<file path="src/rtl/issue_select.sv">
// Out-of-order issue select: per-FU oldest-first arbitration over a scheduler window
// tracked by an allocation-order age matrix; grants and frees are registered.
module issue_select #(
    parameter int unsigned NUM_ROWS = 8,
    parameter int unsigned NUM_FUS  = 4,
    localparam int unsigned RW = $clog2(NUM_ROWS),
    localparam int unsigned FW = $clog2(NUM_FUS)
) (
    input  logic                  clk,
    input  logic                  rst,
    input  logic                  alloc_valid,
    input  logic [RW-1:0]         alloc_row,
    input  logic [FW-1:0]         alloc_fu,
    input  logic [NUM_ROWS-1:0]   request_vector,
    input  logic [NUM_FUS-1:0]    fu_ready,
    input  logic                  flush,
    output logic [NUM_FUS-1:0]    grant_valid,
    output logic [NUM_FUS*RW-1:0] grant_row,
    output logic [NUM_ROWS-1:0]   free_mask,
    output logic [RW:0]           valid_count,
    output logic                  alloc_err
);

    logic [NUM_ROWS-1:0]   valid_q, valid_d;
    logic [FW-1:0]         fu_type_q [NUM_ROWS];
    logic [FW-1:0]         fu_type_d [NUM_ROWS];
    // older_q[i][j] = 1 when row i was allocated before row j
    logic [NUM_ROWS-1:0]   older_q [NUM_ROWS];
    logic [NUM_ROWS-1:0]   older_d [NUM_ROWS];

    logic [NUM_FUS-1:0]    grant_valid_q;
    logic [NUM_FUS*RW-1:0] grant_row_q;
    logic [NUM_ROWS-1:0]   free_mask_q;
    logic [RW:0]           valid_count_q, count_d;
    logic                  alloc_err_q;

    logic [NUM_FUS-1:0]    fire;
    logic [NUM_FUS*RW-1:0] row_sel;
    logic [NUM_ROWS-1:0]   granted;
    logic                  alloc_ok;

    always_comb begin : arbitrate
        logic [NUM_ROWS-1:0] cand;
        logic [NUM_ROWS-1:0] win;
        granted = '0;
        fire    = '0;
        row_sel = '0;
        cand    = '0;
        win     = '0;
        for (int f = 0; f < NUM_FUS; f++) begin
            for (int i = 0; i < NUM_ROWS; i++) begin
                cand[i] = valid_q[i] & request_vector[i] & (fu_type_q[i] == FW'(f));
            end
            // A candidate wins when no other candidate is older; valid rows are totally ordered.
            for (int i = 0; i < NUM_ROWS; i++) begin
                win[i] = cand[i];
                for (int j = 0; j < NUM_ROWS; j++) begin
                    if (cand[j] && older_q[j][i]) begin
                        win[i] = 1'b0;
                    end
                end
            end
            if ((|win) && fu_ready[f]) begin
                fire[f] = 1'b1;
                granted = granted | win;
                for (int i = 0; i < NUM_ROWS; i++) begin
                    if (win[i]) begin
                        row_sel[f*RW +: RW] = RW'(i);
                    end
                end
            end
        end
    end

    always_comb begin : next_state
        valid_d   = valid_q & ~granted;
        fu_type_d = fu_type_q;
        older_d   = older_q;
        // Validity is checked before this edge's grants, so a row being granted now still errors.
        alloc_ok  = alloc_valid && !valid_q[alloc_row];
        if (alloc_ok) begin
            valid_d[alloc_row]   = 1'b1;
            fu_type_d[alloc_row] = alloc_fu;
            older_d[alloc_row]   = '0;
            for (int i = 0; i < NUM_ROWS; i++) begin
                older_d[i][alloc_row] = valid_q[i];
            end
        end
        count_d = '0;
        for (int i = 0; i < NUM_ROWS; i++) begin
            count_d = count_d + (RW+1)'(valid_d[i]);
        end
    end

    always_ff @(posedge clk) begin
        if (rst) begin
            valid_q       <= '0;
            fu_type_q     <= '{default: '0};
            older_q       <= '{default: '0};
            grant_valid_q <= '0;
            grant_row_q   <= '0;
            free_mask_q   <= '0;
            valid_count_q <= '0;
            alloc_err_q   <= 1'b0;
        end else if (flush) begin
            valid_q       <= '0;
            older_q       <= '{default: '0};
            grant_valid_q <= '0;
            grant_row_q   <= '0;
            free_mask_q   <= '0;
            valid_count_q <= '0;
            alloc_err_q   <= 1'b0;
        end else begin
            valid_q       <= valid_d;
            fu_type_q     <= fu_type_d;
            older_q       <= older_d;
            grant_valid_q <= fire;
            grant_row_q   <= row_sel;
            free_mask_q   <= granted;
            valid_count_q <= count_d;
            alloc_err_q   <= alloc_valid && !alloc_ok;
        end
    end

    assign grant_valid = grant_valid_q;
    assign grant_row   = grant_row_q;
    assign free_mask   = free_mask_q;
    assign valid_count = valid_count_q;
    assign alloc_err   = alloc_err_q;

endmodule

</file>
<file path="config.mk">
export PLATFORM = sky130hd
export DESIGN_NAME = issue_select
export DESIGN_NICKNAME = d
export VERILOG_FILES = /design/src/rtl/issue_select.sv
export SDC_FILE = /design/constraint.sdc
export NUM_CORES = 1
export LEC_CHECK = 0
export ABC_AREA = 0
export CAP_MARGIN = 25
export CORE_ASPECT_RATIO = 1.75
export CORE_MARGIN = 5
export CORE_UTILIZATION = 40
export CTS_CLUSTER_SIZE = 16
export DETAILED_ROUTE_END_ITERATION = 10
export SLEW_MARGIN = 15
export SYNTH_ARGS = -nofsm -noshare
export SYNTH_HDL_FRONTEND = slang
export SYNTH_SLANG_ARGS = --single-unit
</file>
<file path="constraint.sdc">
create_clock -name clk -period 7.3 [get_ports clk]
set_input_delay 0.73 -clock clk [delete_from_list [all_inputs] [get_ports clk]]
set_output_delay 0.73 -clock clk [all_outputs]
set_load 0.01 [all_outputs]
</file>
; ---- Yosys cells after proc, flatten, opt, wreduce, memory -nomap -nowiden
; Index checks and enable logic that the tools add are counted.
[totals]
in_bits = 21
output_inout_bits = 29
reg_bits = 117
wordCells = 708
[op_classes]
bitwise_logic = 54
mux = 310
n_eq_ne = 24
reduce_logical = 284
order_cmp = 4
addsub = 7
[op_table]
columns = cell, n
row1 = 2-to-1 mux 1 bit, 266
row2 = logical AND 1 bit, 264
row3 = 2-to-1 mux 3 bit, 24
row4 = bitwise AND 64 bit, 1
row5 = bitwise mux 8 bit, 8
row6 = NOT 64 bit, 1
row7 = 2-to-1 mux 8 bit, 6
row8 = bitwise AND 1 bit, 40
row9 = "== test 2 bit, second input constant", 16
row10 = bitwise OR 8 bit, 4
row11 = OR reduction 8 bit, 4
row12 = demux 8 bit (select 3 bit), 1
row13 = adder 4 x 1 -> 4 bit, 4
row14 = bitwise mux 16 bit, 1
row15 = "== test 2 x 1 -> 1 bit, second input constant", 8
row16 = logical NOT 2 bit, 8
row17 = OR reduction 3 bit, 4
row18 = bitwise AND 8 bit, 1
row19 = NOT 8 bit, 1
row20 = demux 2 bit (select 3 bit), 1
row21 = NOT 1 bit, 5
row22 = adder 3 x 1 -> 4 bit, 1
row23 = ">= comparator 4 bit, second input constant", 1
row24 = "less-than comparator 3 x 4 -> 1 bit, second input constant", 1
row25 = other kinds (11), 12

; ---- Logic depth before layout (Yosys ltp)
; Gate-level depths: netlist of run 1.
[logic_depth]
depth_word = 31
ltp_mapped = 19
mapped_depth_nobuf = 17

; ---- Worst setup path before layout of run 1
; OpenSTA, ideal clock, no wires.
[synth_path]
path_kind = in2reg
start = in alloc_row[2]
end = reg valid_count_q[2] (netlist: valid_count[2])
path_slack_ns = 2.776
arrival_ns = 4.396
stages = 16
n_path_buf = 1
t_required_ns = 7.172
path_cell_list = buf_6 mux2_4 a221oi_4 o22ai_4 nor4_4 o21bai_1 fa_1 inv_1 fa_1 fa_1 inv_1 ha_1 inv_1 fa_1 xor2_1 nor2_1
[synth_via]
elab_chain_len = 13
word_cells_on_any_way = 18
cone_classes = add/sub (7) / order compare (2) / mux (5) / bitwise (1) / reduce/logical (3)
[synth_lines]
columns = element, line_no
row1 = "start, declared", 12  ; input logic [RW-1:0] alloc_row,
row2 = less-than comparator 3 x 4 -> 1 bit (implied by the code) / >= comparator 3 x 1 -> 1 bit (equally long branches), 82  ; valid_d[alloc_row] = 1'b1;
row3 = logical AND 1 bit (implied by the code), 82
row4 = 2-to-1 mux 1 bit (implied by the code), 82
row5 = demux 1 bit (select 3 bit), 82
row6 = bitwise OR 8 bit (no source line), n/a
row7 = 2-to-1 mux 8 bit (*), 81  ; if (alloc_ok) begin
row8 = net valid_d[0], 24  ; logic [NUM_ROWS-1:0] valid_q, valid_d;
row9 = adder 1 x 1 -> 2 bit (*), 91  ; count_d = count_d + (RW+1)'(valid_d[i]);
row10 = adder 2 x 1 -> 3 bit (*), 91
row11 = adder 3 x 1 -> 4 bit (*), 91
row12 = adder 4 x 1 -> 4 bit (*) (4 in series), 91
row13 = "end signal, assigned", 120  ; valid_count_q <= count_d;
row14 = "end, declared", 34  ; logic [RW:0] valid_count_q, count_d;
; The timed path passes the listed nets; every way through them passes the cells marked *. The select of a mux whose other input is x is not followed.
; A chain may end at the register's enable or synchronous reset.

; ---- Final worst setup path of run 1
[layout_path]
start = in alloc_row[1]
end = reg valid_count_q[2] (netlist: valid_count[2])
; The elaborated chain is that of the path after synthesis.

==> summary.txt, run 1 <==
Layout
  • Layout Cells excl Fill: 1,109
  • NumNets Final: between 800 and 900
  • Core Util, Final: between 40 and 50%
  • Share of cells above drive strength 1: ~8.4%
  • Fillers: between 1,500 and 2,000
  • Final design area excluding fillers: a little over 8000 um2
  • Area grow syn2layout: 19.3%
  • ANT cells: 0

Critical path
  • Reg2reg start: valid_q[1]
  • CP Cell Sequence: clkdlybuf4s50_1 -> nor2_1 -> a221oi_4 -> o22ai_4 -> nor4_4 -> o21bai_1 -> fa_1 -> inv_1 -> fa_1 -> fa_1 -> inv_1 -> ha_1 -> inv_1 -> fa_1 -> xor2_1 -> nor2_1
  • Max stage delay on crit path: about 1 ns
  • Crit path buffers/inverters: 4
  • Highest-delay cell along the critical path: clkdlybuf4s50_1
  • Crit path required time: between 7 and 8 ns
  • Critical R2R Capture: valid_count[2]
  • Crit Path Max Fanout: 16
  • Cell family with most CP delay: adder cells
  • Critical Path Most Common Cell: fa_1
  • Crit path capture type: flop
  • Worst setup SP type: input port
  • Critical Path AT: between 5 and 6 ns
  • Worst R2R Setup Slack: about 2.1 ns
  • R2R depth: 18
  • CP Class: in2reg

Timing
  • Min Tclk post-route: between 5 and 6 ns
  • Final Skew: 0.0110 ns
  • Worst Setup Slack, final: 1.86 ns
  • Worst hold slack: ~0.42 ns
  • Max-slew headroom: 41.6%
  • Final Hold Vio Count: 0
  • Fmax: about 180 MHz
  • RSZ-0062 raised after global routing: no
  • Slew Limit Fails: 0
  • Fin Setup TNS: 0 ns
  • Final-report setup violation count: 0
  • Least-Margin Pin Slew: 0.874 ns
  • Fin crit share: 74.5%

Floorplanning
  • Die H: approximately 180 um
  • Chip width: between 100 and 150 um
  • Initial Util: 40.2%
  • Core area: around 17,000 um2
  • FP Rows: 63
  • DIE AREA: just under 20,000 um2
  • Io pins: 50

Global routing
  • Most Crowded Layer GR: met2
  • Gr usage total: about a third
  • GR Util met2: 52.0%
  • Initial antenna violation count: 0
  • GR Util met3: between 6 and 7%
  • Vias in the first global route: between 6,000 and 7,000
  • First-pass GRT wire length: 44,800 um
  • GR Overflow Total: 0
  • Largest net degree at the start of global routing: 33
  • Met1 Usage GRT: approximately 34%

Hold path
  • WHS Path Cells: 2
  • Hold Path Class: reg2reg

Flow run
  • Max cap viols: 0

Logic synthesis
  • Top-area cell type share of the netlist area: approximately a third
  • Top FF cell, synth: dfxtp_1
  • Post-synth EDFFs: 0
  • Post-synthesis net count: 861
  • Mean Syn Cell Area: 8.11 um2
  • Cell Area, Synth: roughly 6800 um2
  • Mapped Cells: 833
  • Commonest cells in the netlist: nor2_1, dfxtp_1, nand2_1, mux2i_1, a21oi_1
  • Synthesis warning total: 0
  • #FFs+latches synth: 117
  • Leading area contributor after synthesis: dfxtp_1
  • Async S/R FF share, synth: 0%
  • Library cells used by synthesis: between 80 and 90
  • Synth top area cells: dfxtp_1, mux2i_1, nor2_1
  • Sequential area share after synthesis: 34.7%
  • Count leader, synth: nor2_1

Power
  • Pwr Total: around 1.6 mW
  • Worst VDD drop: 0.000139 V
  • P per Cell Area: 204 nW/um2
  • P_leak: about 2.7 nW

CTS
  • Cts repair resizes: 0
  • CTS root buf: clkbuf_16
  • CTS Buf Count: 17
  • Clk pin slew, worst setup/hold paths: roughly 0.06 ns
  • H-tree depth: 4
  • Clock buffer depth: 2
  • CTS Sinks: 117
  • CTS tree: done
  • Worst skew pair latency: around 0.44 ns
  • Setup bufs post-CTS: 0
  • Hold_buf cts: 0

Run status
  • Run status: completed

Placement
  • DP Area: around 7400 um2
  • Port bufs: 49
  • Post-Place Setup Slack: about 1.4 ns
  • Detailed-placement wirelength estimate: 23,000 um
  • GP Congestion: ~1.0
  • Dpl cells: 1,076

Routing
  • Total number of vias: 7,062
  • Antenna Violating Nets Remaining: 0
  • Routed WL: a little over 30,000 um
  • Vias per cell: about 6.4
  • DR WL/cell: about 28 um
  • Number of remaining DRC errors: 0
  • DRT Pass-1 Iters: 8
  • Detailed router's first-iteration violation count: 705
## where the power goes
| part | switching, mW | leakage [nW] | internal [mW] |
|---|---|---|---|
| Sequential | 0.00372 | 0.942 | 0.641 |
| Clock | 0.349 | 0.301 | 0.559 |
| Combinational | 0.0617 | 1.49 | 0.0290 |
## cells in the final DEF (no fill, tap or decap), drive strengths merged, types with 6 or more instances in the layout
cell           instances
a2111oi               10
a211oi                14
a21oi                 33
a22oi                  9
a31oi                 12
and2                   9
and3                  16
and4b                  7
buf                   15
clkbuf                19
clkdlybuf4s50         49
dfxtp                117
inv                   34
mux2i                 52
nand2                 97
nand2b                 9
nand3                 27
nand3b                12
nand4                  9
nor2                 138
nor3                   8
nor4                   6
nor4b                  7
o2111ai                9
o211ai                10
o21ai                 11
o22ai                 32
## kinds of logic after synthesis
logic type | after synthesis | synth area share, %
xor+xnor | 1 | 0.130
fa+ha+maj | 7 | 1.74
buf+inv | 78 | 4.93
mux | 54 | 8.15
compound gates | 195 | 21.8
simple gates | 381 | 28.6
flops | 117 | 34.7
## cell type report
class	count	area (um2)	area share, %
Sequential cell	117	2340	29.1
Inverter	30	113	1.40
Tap cell	227	284	3.52
Clock inverter	13	168	2.08
Timing Repair Buffer	65	616	7.64
Multi-Input combinational cell	638	4090	50.7
Clock buffer	19	453	5.62
## per-layer routing
metal | vias up | share of wire [%]
li1 | 3130 | -
met1 | 3350 | 35
met2 | 416 | 48
met3 | 166 | 7.0
met4 | 0 | 10
met5 | - | 0
## worst reg2reg max path: stages, from the launching register on
cell       delay (ns)
dfxtp_1          0.32
buf_4            0.27
inv_1            0.22
nor2_1           0.55
o2111ai_1        0.23
a211oi_1         0.66
nand2_1          0.12
o211ai_1         0.21
o21bai_1         0.16
fa_1             0.54
inv_1            0.05
fa_1             0.49
fa_1             0.41
inv_1            0.07
ha_1             0.16
inv_1            0.05
fa_1             0.37
xor2_1           0.14
nor2_1           0.05
## worst max path at each step
stage	depth (start not counted)	from	slack [ns]	to
2_1_floorplan	16	alloc_row[2]	2.78	valid_count[2]
3_3_place_gp	16	alloc_row[1]	1.49	valid_count[2]
3_5_place_dp	16	alloc_row[1]	1.44	valid_count[2]
4_1_cts	16	alloc_row[1]	1.89	valid_count[2]
5_1_grt	16	alloc_row[1]	1.62	valid_count[2]
6_report	16	alloc_row[1]	1.86	valid_count[2]
## sequential cells by signal (all words and copies together) (netlist names), named ones only
| signal | cells |
|---|---|
| valid_count | 4 |
| older_q | 56 |
| grant_valid | 4 |
| free_mask | 8 |
| fu_type_q | 16 |
| alloc_err | 1 |
| valid_q | 8 |
| grant_row | 12 |
(Power assumes the default switching activity.)
==> run 2: changes to the inputs <==
==> constraint.sdc (replaced) <==
create_clock -name clk -period 5.47 [get_ports clk]
set_input_delay 0.547 -clock clk [delete_from_list [all_inputs] [get_ports clk]]
set_output_delay 0.547 -clock clk [all_outputs]
set_load 0.01 [all_outputs]
==> run 2 against run 1 <==
- clock-buffer cell count did not move
- utilization increased by 1.8 points
- hold slack improved by 0.0036 ns
- first-iteration DRC count is 2.3% lower
- critical endpoint unchanged
- highest routed layer unchanged
==> summary.txt, run 2 (synthesized netlist as in run 1, its figures left out) <==
Global routing
  • Vias in the first global route: 7,062 (+4.5%)
  • GR Util met2: 56.4% (+4.4 points)
  • Met1 Usage GRT: 38.6% (+4.7 points)
  • Gr usage total: 34.3% (+2.6 points)
  • First-pass GRT wire length: 48,100 um (+7.3%)
  • Initial antenna violation count: 0 (unchanged)
  • GR Overflow Total: 0 (unchanged)
  • GR Util met3: 6.94% (+0.64 points)
  • Largest net degree at the start of global routing: 33 (unchanged)
  • Most Crowded Layer GR: met2

Floorplanning
  • Die H: 182 um (unchanged)
  • FP Rows: 63 (unchanged)
  • Initial Util: 40.2% (unchanged)
  • Core area: 16,800 um2 (unchanged)
  • Chip width: 108 um (unchanged)
  • DIE AREA: 19,700 um2 (unchanged)
  • Io pins: 50 (unchanged)

CTS
  • Cts repair resizes: 0 (unchanged)
  • CTS Sinks: 117 (unchanged)
  • Clock buffer depth: 2 (unchanged)
  • CTS root buf: clkbuf_16
  • CTS Buf Count: 17 (unchanged)
  • Setup bufs post-CTS: 0 (unchanged)
  • H-tree depth: 4 (unchanged)
  • Clk pin slew, worst setup/hold paths: 0.06 ns (about the same)
  • CTS tree: done
  • Worst skew pair latency: 0.43 ns (about the same)
  • Hold_buf cts: 0 (unchanged)

Timing
  • Fmax: roughly 210 MHz
  • RSZ-0062 raised after global routing: no
  • Least-Margin Pin Slew: 0.924 ns (+0.0499 ns)
  • Slew Limit Fails: 0 (unchanged)
  • Final-report setup violation count: 0 (unchanged)
  • Fin Setup TNS: 0 ns (unchanged)
  • Min Tclk post-route: just under 5 ns
  • Final Skew: 0.0158 ns (+0.00485 ns)
  • Final Hold Vio Count: 0 (unchanged)
  • Fin crit share: between 80 and 90%
  • Worst hold slack: 0.426 ns (+0.00364 ns)
  • Max-slew headroom: 38.2% (-3.4 points)

Placement
  • Detailed-placement wirelength estimate: 25,200 um (+9.6%)
  • GP Congestion: 1.09 (+4.5%)
  • Dpl cells: 1,115 (+3.6%)
  • Port bufs: 49 (unchanged)

Layout
  • Max FFs per register: 56 (unchanged)
  • ANT cells: 0 (unchanged)
  • Area grow syn2layout: 23.6%
  • Commonest non-fill, non-tap cell in the layout: nor2_1
  • NumNets Final: 935 (+4.2%)
  • Layout Cells excl Fill: 1,147 (+3.4%)
  • Fillers: 1,685 (-1.1%)
  • Share of cells above drive strength 1: 12.2% (+3.8 points)
  • Biggest register: older_q
  • Register Area: 2340 um2 (unchanged)
  • Multi-input logic area: 4090 um2 (unchanged)
  • Most frequent cells in the layout: nor2_1, dfxtp_1, nand2_1

Routing
  • DR WL/cell: 28.8 um (+3.8%)
  • Detailed router's first-iteration violation count: 689 (-2.3%)
  • Routed WL: 33,000 um (+7.3%)
  • Vias per cell: 6.32 (-0.75%)
  • Number of remaining DRC errors: 0 (unchanged)
  • Total number of vias: 7,249 (+2.6%)
  • Antenna Violating Nets Remaining: 0 (unchanged)
  • DRT Pass-1 Iters: 5 (-3)

Critical path
  • Crit path required time: 5.76 ns (-1.84 ns)
  • Crit path capture type: flop
  • Crit Path Max Fanout: 8 (-8)
  • R2R depth: 18 (unchanged)
  • CP Class: in2reg
  • Critical Path AT: 5.16 ns (-0.58 ns)
  • Worst setup SP type: input port

Power
  • Pwr Total: 2.23 mW (+36%)
  • P_leak: 2.91 nW (+6.3%)
  • Worst VDD drop: 0.000196 V (+41%)
  • P per Cell Area: 267 nW/um2 (+31%)

Hold path
  • Hold Path Class: reg2reg
  • WHS Path Cells: 2 (unchanged)

Run status
  • Run status: completed

Flow run
  • Max cap viols: 0 (unchanged)
==> run 2: per-layer routing <==
metal	vias up	wire (um)
met4	0	3040
li1	3207	-
met1	3459	11900
met3	157	2330
met2	426	15800
met5	-	0
==> run 2: layout make-up <==
type	instances	share of cell area, %
multi-input cells	638	48.9
well taps	227	3.40
flip-flops and latches	117	28.0
clock inverters	13	2.31
clock buffers	19	5.30
inverters	30	1.35
repair buffers	103	10.7
==> run 2: metrics by stage <==
stage	instance area, um2	util, %	setup WS (ns)
after global routing	8360	49.8	0.224
after global placement	7720	46.0	0.153
final	8360	49.8	0.603
after detailed placement	7720	46.0	0.180
after CTS	8360	49.8	0.618
after floorplan	6760	-	1.13
==> run 2: critical path: stages <==
cell	delay, ns
clkdlybuf4s50_1	0.53
and3b_1	0.28
a32oi_1	0.22
o2111ai_1	0.13
a2111oi_0	0.73
nand2_1	0.11
o211ai_1	0.22
o21bai_1	0.12
fa_1	0.49
inv_1	0.05
fa_1	0.49
fa_1	0.40
inv_1	0.07
ha_1	0.15
inv_1	0.05
fa_1	0.37
xor2_1	0.14
nor2_1	0.05
==> run 2: final timing paths <==
path                     startpoint  slack, ns        endpoint
hold / removal                 flop       0.43            flop
setup reg to reg         valid_q[6]       0.68  valid_count[2]
hold reg to reg                flop       0.43            flop
setup / recovery  request_vector[1]       0.60  valid_count[2]
==> run 2: report_power, final <==
| part | internal [mW] | total, mW | switching [mW] |
|---|---|---|---|
| clock | 0.781 | 1.24 | 0.459 |
| combinational | 0.0442 | 0.129 | 0.0844 |
| sequential | 0.855 | 0.860 | 0.00432 |
| total | 1.68 | 2.23 | 0.548 |
==> run 3: changes to the inputs <==
--- a/config.mk
+++ b/config.mk
@@ -9,7 +9,7 @@
 export CAP_MARGIN = 25
 export CORE_ASPECT_RATIO = 1.75
 export CORE_MARGIN = 5
-export CORE_UTILIZATION = 40
+export CORE_UTILIZATION = 45
 export CTS_CLUSTER_SIZE = 16
 export DETAILED_ROUTE_END_ITERATION = 10
 export SLEW_MARGIN = 15
==> run 3 against run 2 <==
- critical path depth is the same
- clock-buffer cell count shrank 1
- die area fell by 10%
- global-route usage rose by 3.3 points
- sequential cell count is the same
- critical path type unchanged
- largest cell class unchanged
==> summary.txt, run 3 (synthesized netlist as in run 1, its figures left out) <==
Layout
  • Commonest non-fill, non-tap cell in the layout: nor2_1
  • Max FFs per register: 56 (unchanged)
  • Biggest register: older_q
  • NumNets Final: 929 (-0.64%)
  • Area grow syn2layout: 20.9%
  • Final design area excluding fillers: 8170 um2 (-2.2%)
  • Core Util, Final: 55.0% (+5.3 points)
  • Most frequent cells in the layout: nor2_1, dfxtp_1, nand2_1
  • Share of cells above drive strength 1: 11.6% (-0.58 points)
  • ANT cells: 0 (unchanged)

CTS
  • Setup bufs post-CTS: 0 (unchanged)
  • Hold_buf cts: 0 (unchanged)
  • CTS root buf: clkbuf_16
  • CTS tree: done
  • CTS Buf Count: 17 (unchanged)
  • Clock buffer depth: 2 (unchanged)
  • Cts repair resizes: 0 (unchanged)
  • Clk pin slew, worst setup/hold paths: 0.07 ns (about the same)
  • H-tree depth: 4 (unchanged)
  • Worst skew pair latency: 0.42 ns (about the same)
  • CTS Sinks: 117 (unchanged)

Floorplanning
  • Core area: 14,800 um2 (-12%)
  • FP Rows: 59 (-6.3%)
  • Io pins: 50 (unchanged)
  • Initial Util: 45.5% (+5.3 points)
  • Die H: 172 um (-5.4%)
  • DIE AREA: 17,700 um2 (-10%)
  • Chip width: 103 um (-5.2%)

Routing
  • DR WL/cell: 29.5 um (+2.6%)
  • Routed WL: 32,400 um (-1.9%)
  • Total number of vias: 7,575 (+4.5%)
  • Antenna Violating Nets Remaining: 0 (unchanged)
  • Number of remaining DRC errors: 0 (unchanged)
  • Vias per cell: 6.91 (+9.3%)
  • DRT Pass-1 Iters: 5 (unchanged)
  • Detailed router's first-iteration violation count: 823 (+19%)

Placement
  • GP Congestion: 1.08 (-0.78%)
  • DP Area: 7620 um2 (-1.3%)
  • Port bufs: 49 (unchanged)
  • Detailed-placement wirelength estimate: 25,200 um (+0.28%)

Timing
  • Fin Setup TNS: 0 ns (unchanged)
  • Final-report setup violation count: 0 (unchanged)
  • Max-slew headroom: 37.6% (-0.66 points)
  • Fmax: 192 MHz (-6.4%)
  • Final Hold Vio Count: 0 (unchanged)
  • Fin crit share: 95.0% (+6.1 points)
  • RSZ-0062 raised after global routing: no
  • Final Skew: 0.0143 ns (-0.00158 ns)
  • Min Tclk post-route: 5.20 ns (+0.332 ns)
  • Slew Limit Fails: 0 (unchanged)
  • Least-Margin Pin Slew: 0.931 ns (+0.00668 ns)
  • Worst hold slack: 0.419 ns (-0.00675 ns)

Run status
  • Run status: completed

Critical path
  • Crit path capture type: flop
  • Crit Path Max Fanout: 7 (-1)
  • Highest-delay cell along the critical path: a211oi_1
  • Cell family with most CP delay: adder cells
  • CP Cell Sequence: clkdlybuf4s50_1 -> and4bb_1 -> o2bb2a_1 -> nand4_1 -> a211oi_1 -> o2bb2a_1 -> o211ai_1 -> o21bai_1 -> fa_1 -> inv_1 -> fa_1 -> fa_1 -> inv_1 -> ha_1 -> inv_1 -> fa_1 -> xor2_1 -> nor2_1
  • Crit path buffers/inverters: 4 (unchanged)
  • Critical Path AT: 5.50 ns (+0.34 ns)
  • Critical Path Most Common Cell: fa_1
  • Crit path required time: 5.77 ns (about the same)
  • Max stage delay on crit path: 0.63 ns (-0.10 ns)
  • CP Class: in2reg
  • Worst setup SP type: input port

Hold path
  • Hold Path Class: reg2reg

Global routing
  • Vias in the first global route: 7,608 (+7.7%)
  • GR Overflow Total: 0 (unchanged)
  • Largest net degree at the start of global routing: 24 (-27%)
  • Initial antenna violation count: 0 (unchanged)
  • First-pass GRT wire length: 47,600 um (-0.98%)
  • Gr usage total: 37.6% (+3.3 points)

Flow run
  • Max cap viols: 0 (unchanged)

Power
  • P per Cell Area: 253 nW/um2 (-5.1%)
  • Pwr Total: 2.07 mW (-7.2%)
  • Worst VDD drop: 0.000208 V (+6.3%)
  • P_leak: 2.85 nW (-2.0%)
run 3: worst paths after layout:
path / startpoint / to / slack (ns) / depth (start not counted)
min reg2reg: flop / flop / 0.42 / 2
min: flop / flop / 0.42 / 2
max reg2reg: fu_type_q[6] / valid_count[2] / 0.46 / 17
max: request_vector[4] / valid_count[2] / 0.27 / 18
run 3: worst min-delay path, delay by kind of cell (launching register included):
kind	cells	cell delay [ns]
buf+inv	1	0.04
flops	1	0.30
simple gates	1	0.03
run 3: final cells by class:
cell class,instances,area (um2)
fill,1404,6670
multi-input combinational,638,4090
sequential,117,2340
timing repair buffer,97,851
clock buffer,18,429
tap,183,229
clock inverter,14,119
inverter,30,113
run 3: through the flow:
stage / worst slack, ns / instances
final: 0.271 / 1097
after CTS: 0.426 / 1097
after detailed placement: -0.0180 / 1065
after global routing: 0.217 / 1097
after floorplan: 1.13 / 833
after global placement: 0.0280 / 1065
run 3: layer usage:
metal / GRT usage (%) / vias to the layer above / routed length, um
li1: - / 3190 / -
met1: 39.0 / 3596 / 10500
met2: 63.1 / 558 / 15500
met3: 6.54 / 231 / 2570
met4: 34.0 / 0 / 3770
met5: 0 / - / 0
run 3: power breakdown:
part           total (mW)  leakage (nW)  switching, mW  internal [mW]
clock                1.08         0.275          0.488          0.595
sequential          0.860         0.942        0.00522          0.855
combinational       0.125          1.63         0.0826         0.0423
